`src/rtl/flex_sp_deserializer.sv`:
```
// Serial-to-parallel deserializer: bit framing, one-word holding register with valid/ready, sticky overrun.
// Define DESER_PARITY_EN to add a trailing even-parity bit per frame and drive parity_err.
module flex_sp_deserializer #(
  parameter int NUM_BITS  = 8,
  parameter int SHIFT_MSB = 0,
  parameter int CNT_W     = $clog2(NUM_BITS + 1)
) (
  input  logic                clk,
  input  logic                rst,
  input  logic                serial_in,
  input  logic                shift_enable,
  input  logic                clear,
  input  logic                word_ready,
  output logic [NUM_BITS-1:0] word_data,
  output logic                word_valid,
  output logic                overrun,
  output logic [CNT_W-1:0]    bit_count,
  output logic                parity_err
);

`ifdef DESER_PARITY_EN
  localparam int LAST_IDX = NUM_BITS;
`else
  localparam int LAST_IDX = NUM_BITS - 1;
`endif
  localparam logic [CNT_W-1:0] LAST_CNT = CNT_W'(LAST_IDX);

  logic [NUM_BITS-1:0] shift_q, shift_d;
  logic [CNT_W-1:0]    cnt_q, cnt_d;
  logic [NUM_BITS-1:0] word_q, word_d;
  logic                valid_q, valid_d;
  logic                ovr_q, ovr_d;

  logic [NUM_BITS-1:0] shifted;
  logic [NUM_BITS-1:0] new_word;
  logic                strobe;
  logic                is_last;
  logic                complete;
  logic                accept;
  logic                load;
  logic                drop;
  logic                data_shift;

  always_comb begin
    if (SHIFT_MSB != 0) begin
      shifted = {shift_q[NUM_BITS-2:0], serial_in};
    end else begin
      shifted = {serial_in, shift_q[NUM_BITS-1:1]};
    end
  end

  assign strobe   = shift_enable & ~clear;
  assign is_last  = (cnt_q == LAST_CNT);
  assign complete = strobe & is_last;
  assign accept   = valid_q & word_ready;
  assign load     = complete & (~valid_q | word_ready);
  assign drop     = complete & valid_q & ~word_ready;

`ifdef DESER_PARITY_EN
  // The parity strobe completes the frame but is never shifted into the data word.
  logic perr_q, perr_d;
  logic new_perr;

  assign data_shift = strobe & ~is_last;
  assign new_word   = shift_q;
  assign new_perr   = (^shift_q) ^ serial_in;
`else
  assign data_shift = strobe;
  assign new_word   = shifted;
`endif

  always_comb begin
    shift_d = shift_q;
    cnt_d   = cnt_q;
    word_d  = word_q;
    valid_d = valid_q;
    ovr_d   = ovr_q;

    if (clear) begin
      shift_d = '1;
      cnt_d   = '0;
      ovr_d   = 1'b0;
    end else if (strobe) begin
      if (data_shift) begin
        shift_d = shifted;
      end
      cnt_d = is_last ? '0 : cnt_q + CNT_W'(1);
    end

    if (load) begin
      word_d  = new_word;
      valid_d = 1'b1;
    end else if (accept) begin
      valid_d = 1'b0;
    end

    if (drop) begin
      ovr_d = 1'b1;
    end
  end

  always_ff @(posedge clk or posedge rst) begin
    if (rst) begin
      shift_q <= '1;
      cnt_q   <= '0;
      word_q  <= '0;
      valid_q <= 1'b0;
      ovr_q   <= 1'b0;
    end else begin
      shift_q <= shift_d;
      cnt_q   <= cnt_d;
      word_q  <= word_d;
      valid_q <= valid_d;
      ovr_q   <= ovr_d;
    end
  end

`ifdef DESER_PARITY_EN
  always_comb begin
    perr_d = perr_q;
    if (load) begin
      perr_d = new_perr;
    end
  end

  always_ff @(posedge clk or posedge rst) begin
    if (rst) begin
      perr_q <= 1'b0;
    end else begin
      perr_q <= perr_d;
    end
  end

  assign parity_err = perr_q;
`else
  assign parity_err = 1'b0;
`endif

  assign word_data  = word_q;
  assign word_valid = valid_q;
  assign overrun    = ovr_q;
  assign bit_count  = cnt_q;

endmodule

```
`config.mk`:
```
export PLATFORM = sky130hd
export DESIGN_NAME = flex_sp_deserializer
export DESIGN_NICKNAME = d
export VERILOG_FILES = /design/src/rtl/flex_sp_deserializer.sv
export SDC_FILE = /design/constraint.sdc
export NUM_CORES = 1
export LEC_CHECK = 0
export CORE_MARGIN = 2
export CORE_UTILIZATION = 54
export CTS_BUF_LIST = sky130_fd_sc_hd__clkbuf_4
export DETAILED_ROUTE_END_ITERATION = 6
export PLACE_DENSITY = 0.85
export SYNTH_ARGS = -nofsm -noshare
export SYNTH_HDL_FRONTEND = slang
export SYNTH_SLANG_ARGS = --single-unit
```
`constraint.sdc`:
```
create_clock -name clk -period 3.7 [get_ports clk]
set_input_delay 0.925 -clock clk [delete_from_list [all_inputs] [get_ports clk]]
set_output_delay 0.925 -clock clk [all_outputs]
set_load 0.02 [all_outputs]
```
==> results of run 1 <==
==> synth_stat cells <==
cell      count
ha_1          1
buf_1         1
or3_1         1
dfrtp_1      14
clkbuf_1      1
xnor2_1       1
nor2b_1       8
mux2i_1       1
a21oi_1       2
o22ai_1       1
conb_1        1
buf_4         1
dfstp_2       7
or3_2         1
a211o_1       7
nand2b_1      2
inv_1         3
buf_2         1
o21ai_0       1
nand2_1       4
nor2_1        2
mux2_2        8
nand4_1       1
nor4b_4       1
nand2b_4      1
==> metrics by stage <==
step	util	cell area (um2)	worst slack, ns	hold slack [ns]
after floorplan	-	916	1.73	0.599
after global placement	0.722	1110	0.894	0.493
after detailed placement	0.722	1110	0.889	0.495
after CTS	0.740	1140	1.22	0.524
after global routing	0.740	1140	1.17	0.544
final	0.740	1140	1.23	0.518
==> registers in the layout, indices dropped and copies added (netlist names) <==
| register | flops |
|---|---|
| word_data | 8 |
| word_valid | 1 |
| overrun | 1 |
| shift_q | 7 |
| bit_count | 4 |
==> critical path, stage by stage <==
cell	delay, ns
clkdlybuf4s50_1	0.45
buf_4	0.22
nand2_1	0.13
nor4b_4	0.54
mux2_2	0.40
==> report_power, final <==
group | leakage, uW | internal [uW] | total (uW) | switching [uW]
Clock | 0.0000177 | 40.3 | 107 | 66.8
Combinational | 0.000217 | 18.3 | 38.6 | 20.3
Sequential | 0.000268 | 240 | 246 | 5.67
Total | 0.000503 | 299 | 392 | 92.8
==> placed cells by master (no fill, tap or decap) <==
master           count
mux2i_1              1
mux2_2               8
a211o_1              7
conb_1               1
a21oi_1              2
o21ai_0              1
o22ai_1              1
clkbuf_4             3
inv_1                3
clkinv_2             1
nand2b_1             2
clkdlybuf4s50_1     19
nor2b_1              8
nor4b_4              1
nor2_1               2
ha_1                 1
or3_2                1
dfrtp_1             14
nand2b_4             1
or3_1                1
xnor2_1              1
nand2_1              4
dfstp_2              7
nand4_1              1
buf_4                1
==> logic make-up after synthesis <==
logic type / count (synthesis)
flip-flops: 21
adder cells (fa/ha/maj): 1
XOR/XNOR: 1
AND/OR/NAND/NOR: 21
other: 1
multiplexers: 9
buffers and inverters: 7
AO/OA/AOI/OAI: 11
==> worst paths after layout <==
check | startpoint | end | slack, ns | cells after the start
min in group asynchronous | rst | overrun | 1.05 | 2
min | word_data[1] | word_data[1] | 0.52 | 1
max reg2reg | bit_count[0] | word_data[5] | 1.93 | 4
max in group asynchronous | rst | bit_count[3] | 2.18 | 2
min reg2reg | word_data[1] | word_data[1] | 0.52 | 1
max | shift_enable | word_data[5] | 1.23 | 5
==> final cells by class <==
type                            instances  area [um2]  share of cell area
Sequential cell                        21         534               0.468
Multi-Input combinational cell         44         350               0.307
Timing Repair Buffer                   20         198               0.173
Clock buffer                            3        22.5              0.0197
Tap cell                               16        20.0              0.0175
Inverter                                3        11.3             0.00987
Clock inverter                          1        5.00             0.00439
==> layer usage <==
| layer | up-vias | part of all wire | GRT usage |
|---|---|---|---|
| met5 | - | 0 | 0 |
| met4 | 0 | 0.024 | 0.118 |
| met3 | 4 | 0.062 | 0.0440 |
| met2 | 20 | 0.46 | 0.260 |
| met1 | 281 | 0.46 | 0.214 |
| li1 | 287 | - | - |
==> key figures, run 1 <==
Setup path
  – Crit path max fanout: 20
  – Startpoint types: primary input
  – Setup crit end kind: register
  – Req. time, crit path: 3.90 ns
  – Data arrival, critical path: 2.67 ns
  – Setup CP Type: primary input to register

Global routing
  – First-pass GRT wire length: 2460 um
  – Initial antenna violation count: 0
  – GRT Total Usage: 0.172
  – Total gr overflow: 0
  – Vias in the first global route: 578
  – Largest net degree at the start of global routing: 22

Synthesis
  – Top post-synthesis cells by area: dfrtp_1, dfstp_2, mux2_2, a211o_1, nor2b_1
  – Synth Area in Simple Gates: 0.156
  – Synth Area in Compound Gates: 0.0902
  – Avg Cell Area, Syn: 12.7 um2
  – Post-synth net total: 79
  – Main combinational cell family by area after synthesis: simple AND/OR/NAND/NOR gates
  – Cell variety after synth: 25
  – Seq/Total Area, Yosys: 0.583
  – Mapped cell area: 916 um2
  – Synth Area in XOR/XNOR: 0.00956
  – Post-synth top area share: 0.383
  – Mapped Cells: 72
  – Yosys warning count: 0
  – Mux share of post-synthesis cell area: 0.109
  – Post-synthesis adder-cell area fraction: 0.0137
  – FF+latch count, synth: 21
  – Yosys top cell by area: dfrtp_1

Power
  – LEAKAGE: 0.000503 uW
  – VDD IR max: 254 uV
  – Pwr/cell area: 343 nW/um2
  – Total Power: 392 uW

Route
  – Final WL: 1510 um
  – DR WL/cell: 14.0 um
  – Antenna viol nets, final: 0
  – Routed via count: 592
  – DRC violations left: 0
  – 1st-iter DRT viols: 9
  – Vias/cell: 5.48
  – 1st-pass router iterations: 4

Clock tree
  – Number of buffers on the longest clock path: 2
  – Clk sink count: 21
  – Clk_lat worst skew: 0.30 ns
  – Post-CTS setup buffers: 0
  – H-tree levels: 1
  – CTS tree: built
  – Post-CTS resize count: 0
  – Hold buffers post-CTS: 0
  – Clock Pin Slew Worst Setup and Hold Paths: 0.11 ns
  – CTS Buf Count: 3
  – Root buf cell: clkbuf_4

Floorplanning
  – Top-level I/O count: 21
  – Die width: 45.2 um
  – Die height: 45.2 um
  – Die area: 2040 um2
  – Initial Util: 0.594
  – Rows: 14
  – Core area: 1540 um2

Place
  – Placed insts: 104
  – Port Buffers: 19
  – Post-DP HPWL: 1000 um
  – RD Place Congestion: 0.725

Finish
  – Fillers: 112
  – Non-Filler Instances: 108
  – Antenna cells: 0
  – Nets@finish: 100
  – Share of layout cells above drive strength 1: 0.250
  – Layout area overhead: 24.6%

Timing
  – Post-Route Setup TNS: 0 ns
  – Setup Skew: 0.00463 ns
  – Max-slew violations: 0
  – Ratio of final minimum period to clock period: 0.668
  – Final hold viol count: 0
  – Tmin final: 2.47 ns
  – Measured slew at the worst slew-check pin: 0.756 ns
  – Fmax: 0.405 GHz
  – Slew headroom: 0.496
  – Finish-stage setup viols: 0
  – Unrepaired setup endpoints after global routing: false

Outcome
  – Status: finished clean

Min path
  – Hold Crit Class: register to register

Job
  – Max Cap Viol: 0
Note: power is estimated with default switching activity, not from simulation.
==> run 2, diff against run 1 <==
--- a/config.mk
+++ b/config.mk
@@ -6,10 +6,10 @@
 export NUM_CORES = 1
 export LEC_CHECK = 0
 export CORE_MARGIN = 2
-export CORE_UTILIZATION = 54
+export CORE_UTILIZATION = 45
 export CTS_BUF_LIST = sky130_fd_sc_hd__clkbuf_4
 export DETAILED_ROUTE_END_ITERATION = 6
-export PLACE_DENSITY = 0.85
+export PLACE_DENSITY = 0.76
 export SYNTH_ARGS = -nofsm -noshare
 export SYNTH_HDL_FRONTEND = slang
 export SYNTH_SLANG_ARGS = --single-unit
==> constraint.sdc (replaced) <==
create_clock -name clk -period 2.03 [get_ports clk]
set_input_delay 0.5075 -clock clk [delete_from_list [all_inputs] [get_ports clk]]
set_output_delay 0.5075 -clock clk [all_outputs]
set_load 0.02 [all_outputs]
==> run 2 against run 1 <==
Effect of this change: clock skew is 0.0014 ns higher; design area is 4.1% higher; utilization is 13 points lower; via count is 0.84% lower; first-iteration DRC count is 33% lower; clock power is 91% higher; worst setup slack worse by 1.1 ns; flip-flop and latch count stayed put.
==> key figures, run 2 (synthesized netlist as in run 1, its figures left out) <==
Finish
  – Antenna cells: 0 (unchanged)
  – Nets@finish: 104 (was 100)
  – Design Area, Final: 1190 um2 (was 1140 um2)
  – Commonest cells after routing, fill and taps aside: clkdlybuf4s50_1, dfrtp_1, mux2_2, nor2b_1 (unchanged)
  – Layout area overhead: 29.6% (was 24.6%)
  – Most common cell after layout, fill and taps aside: clkdlybuf4s50_1 (unchanged)
  – Final Util: 0.611 (was 0.740)
  – Flip-flop count of the largest register, all copies and words added: 8 (unchanged)
  – Share of layout cells above drive strength 1: 0.281 (was 0.250)

Floorplanning
  – Initial Util: 0.472 (was 0.594)
  – Top-level I/O count: 21 (unchanged)
  – Rows: 16 (was 14)
  – Die width: 49.1 um (was 45.2 um)
  – Die height: 49.1 um (was 45.2 um)
  – Core area: 1940 um2 (was 1540 um2)
  – Die area: 2410 um2 (was 2040 um2)

Global routing
  – Initial antenna violation count: 0 (unchanged)
  – Total gr overflow: 0 (unchanged)
  – First-pass GRT wire length: 2750 um (was 2460 um)
  – Largest net degree at the start of global routing: 22 (unchanged)
  – Vias in the first global route: 618 (was 578)
  – GRT Total Usage: 0.147 (was 0.172)

Clock tree
  – Root buf cell: clkbuf_4 (unchanged)
  – Number of buffers on the longest clock path: 2 (unchanged)
  – Clk_lat worst skew: 0.29 ns (was 0.30 ns)
  – CTS tree: built (unchanged)
  – Clock Pin Slew Worst Setup and Hold Paths: 0.11 ns (about the same)
  – H-tree levels: 1 (unchanged)
  – Post-CTS resize count: 0 (unchanged)
  – CTS Buf Count: 3 (unchanged)
  – Clk sink count: 21 (unchanged)
  – Hold buffers post-CTS: 0 (unchanged)
  – Post-CTS setup buffers: 0 (unchanged)

Timing
  – Tmin final: 1.86 ns
  – Unrepaired setup endpoints after global routing: false (unchanged)
  – Finish-stage setup viols: 0 (unchanged)
  – Fmax: 0.537 GHz
  – Ratio of final minimum period to clock period: 0.917
  – Fin worst setup slack: 0.169 ns (was 1.23 ns)
  – WHS: 0.519 ns (was 0.518 ns)
  – Setup Skew: 0.00599 ns (was 0.00463 ns)
  – Final hold viol count: 0 (unchanged)
  – Max-slew violations: 0 (unchanged)

Min path
  – Hold Crit Class: register to register (unchanged)

Setup path
  – Startpoint types: register (was primary input)
  – CP max-delay cell: clkdlybuf4s50_1 (was nor4b_4)
  – Max stage delay on crit path: 0.63 ns (was 0.54 ns)
  – Cells along the critical path: clkdlybuf4s50_1 (was clkdlybuf4s50_1, buf_4, nand2_1, nor4b_4, mux2_2)
  – Setup crit end kind: output pin (was register)
  – Buffers plus inverters on the worst setup path: 1 (was 2)
  – Setup CP Type: register to output pin (was primary input to register)
  – Crit path max fanout: 5 (was 20)
  – Req. time, crit path: 1.52 ns (was 3.90 ns)
  – Data arrival, critical path: 1.35 ns (was 2.67 ns)
  – CP top delay family: buffers and inverters (unchanged)

Place
  – Place WS: -0.00335 ns (was 0.889 ns)
  – RD Place Congestion: 0.797 (was 0.725)
  – Placed instance area: 1160 um2 (was 1110 um2)
  – Post-DP HPWL: 1080 um (was 1000 um)
  – Port Buffers: 19 (unchanged)

Power
  – VDD IR max: 494 uV (was 254 uV)
  – Pwr/cell area: 612 nW/um2 (was 343 nW/um2)
  – LEAKAGE: 0.000524 uW (was 0.000503 uW)

Job
  – Max Cap Viol: 0 (unchanged)

Route
  – Final WL: 1540 um (was 1510 um)
  – DR WL/cell: 12.5 um (was 14.0 um)
  – 1st-iter DRT viols: 6 (was 9)
  – Antenna viol nets, final: 0 (unchanged)
  – Routed via count: 587 (was 592)
  – DRC violations left: 0 (unchanged)
  – 1st-pass router iterations: 4 (unchanged)
  – Vias/cell: 4.77 (was 5.48)

Outcome
  – Status: finished clean (unchanged)
==> run 2: cell count changes in the layout (fill, tap and decap cells not counted) <==
cell      change
buf_4         +4
clkinv_2      -1
clkbuf_4      +1
==> run 2: worst paths after layout <==
check                             start      endpoint  slack, ns  cells past startpoint
setup / recovery           bit_count[0]  bit_count[0]       0.17                      1
hold / removal             word_data[1]  word_data[1]       0.52                      1
setup reg to reg           bit_count[0]  word_data[2]       0.39                      5
hold reg to reg            word_data[1]  word_data[1]       0.52                      1
max in group asynchronous           rst    shift_q[3]       1.21                      3
min in group asynchronous           rst  bit_count[0]       0.54                      3
==> run 2: where the power goes <==
| part | switching [uW] | total [uW] | internal, uW |
|---|---|---|---|
| Clock | 115 | 204 | 89.7 |
| Sequential | 10.3 | 448 | 438 |
| Combinational | 37.6 | 73.6 | 36.0 |
| Total | 163 | 726 | 564 |
==> run 2: metal layers <==
| metal | track usage | share of wire | vias up |
|---|---|---|---|
| met5 | 0 | 0 | - |
| met3 | 0.0307 | 0.051 | 2 |
| met1 | 0.214 | 0.50 | 273 |
| li1 | - | - | 293 |
| met4 | 0.0571 | 0.0065 | 0 |
| met2 | 0.216 | 0.44 | 19 |
==> run 2: area by class of cell <==
type                            instances  area [um2]
Timing Repair Buffer                   24         228
Tap cell                               27        33.8
Inverter                                3        11.3
Clock buffer                            4        30.0
Multi-Input combinational cell         44         350
Fill cell                             172         754
Sequential cell                        21         534
==> run 2: stage by stage <==
stage	setup TNS, ns	power [uW]	cells
6_report	0	726	123
5_1_grt	0	769	123
4_1_cts	0	739	123
3_5_place_dp	-0.00511	530	119
3_3_place_gp	0	528	119
2_1_floorplan	0	498	72
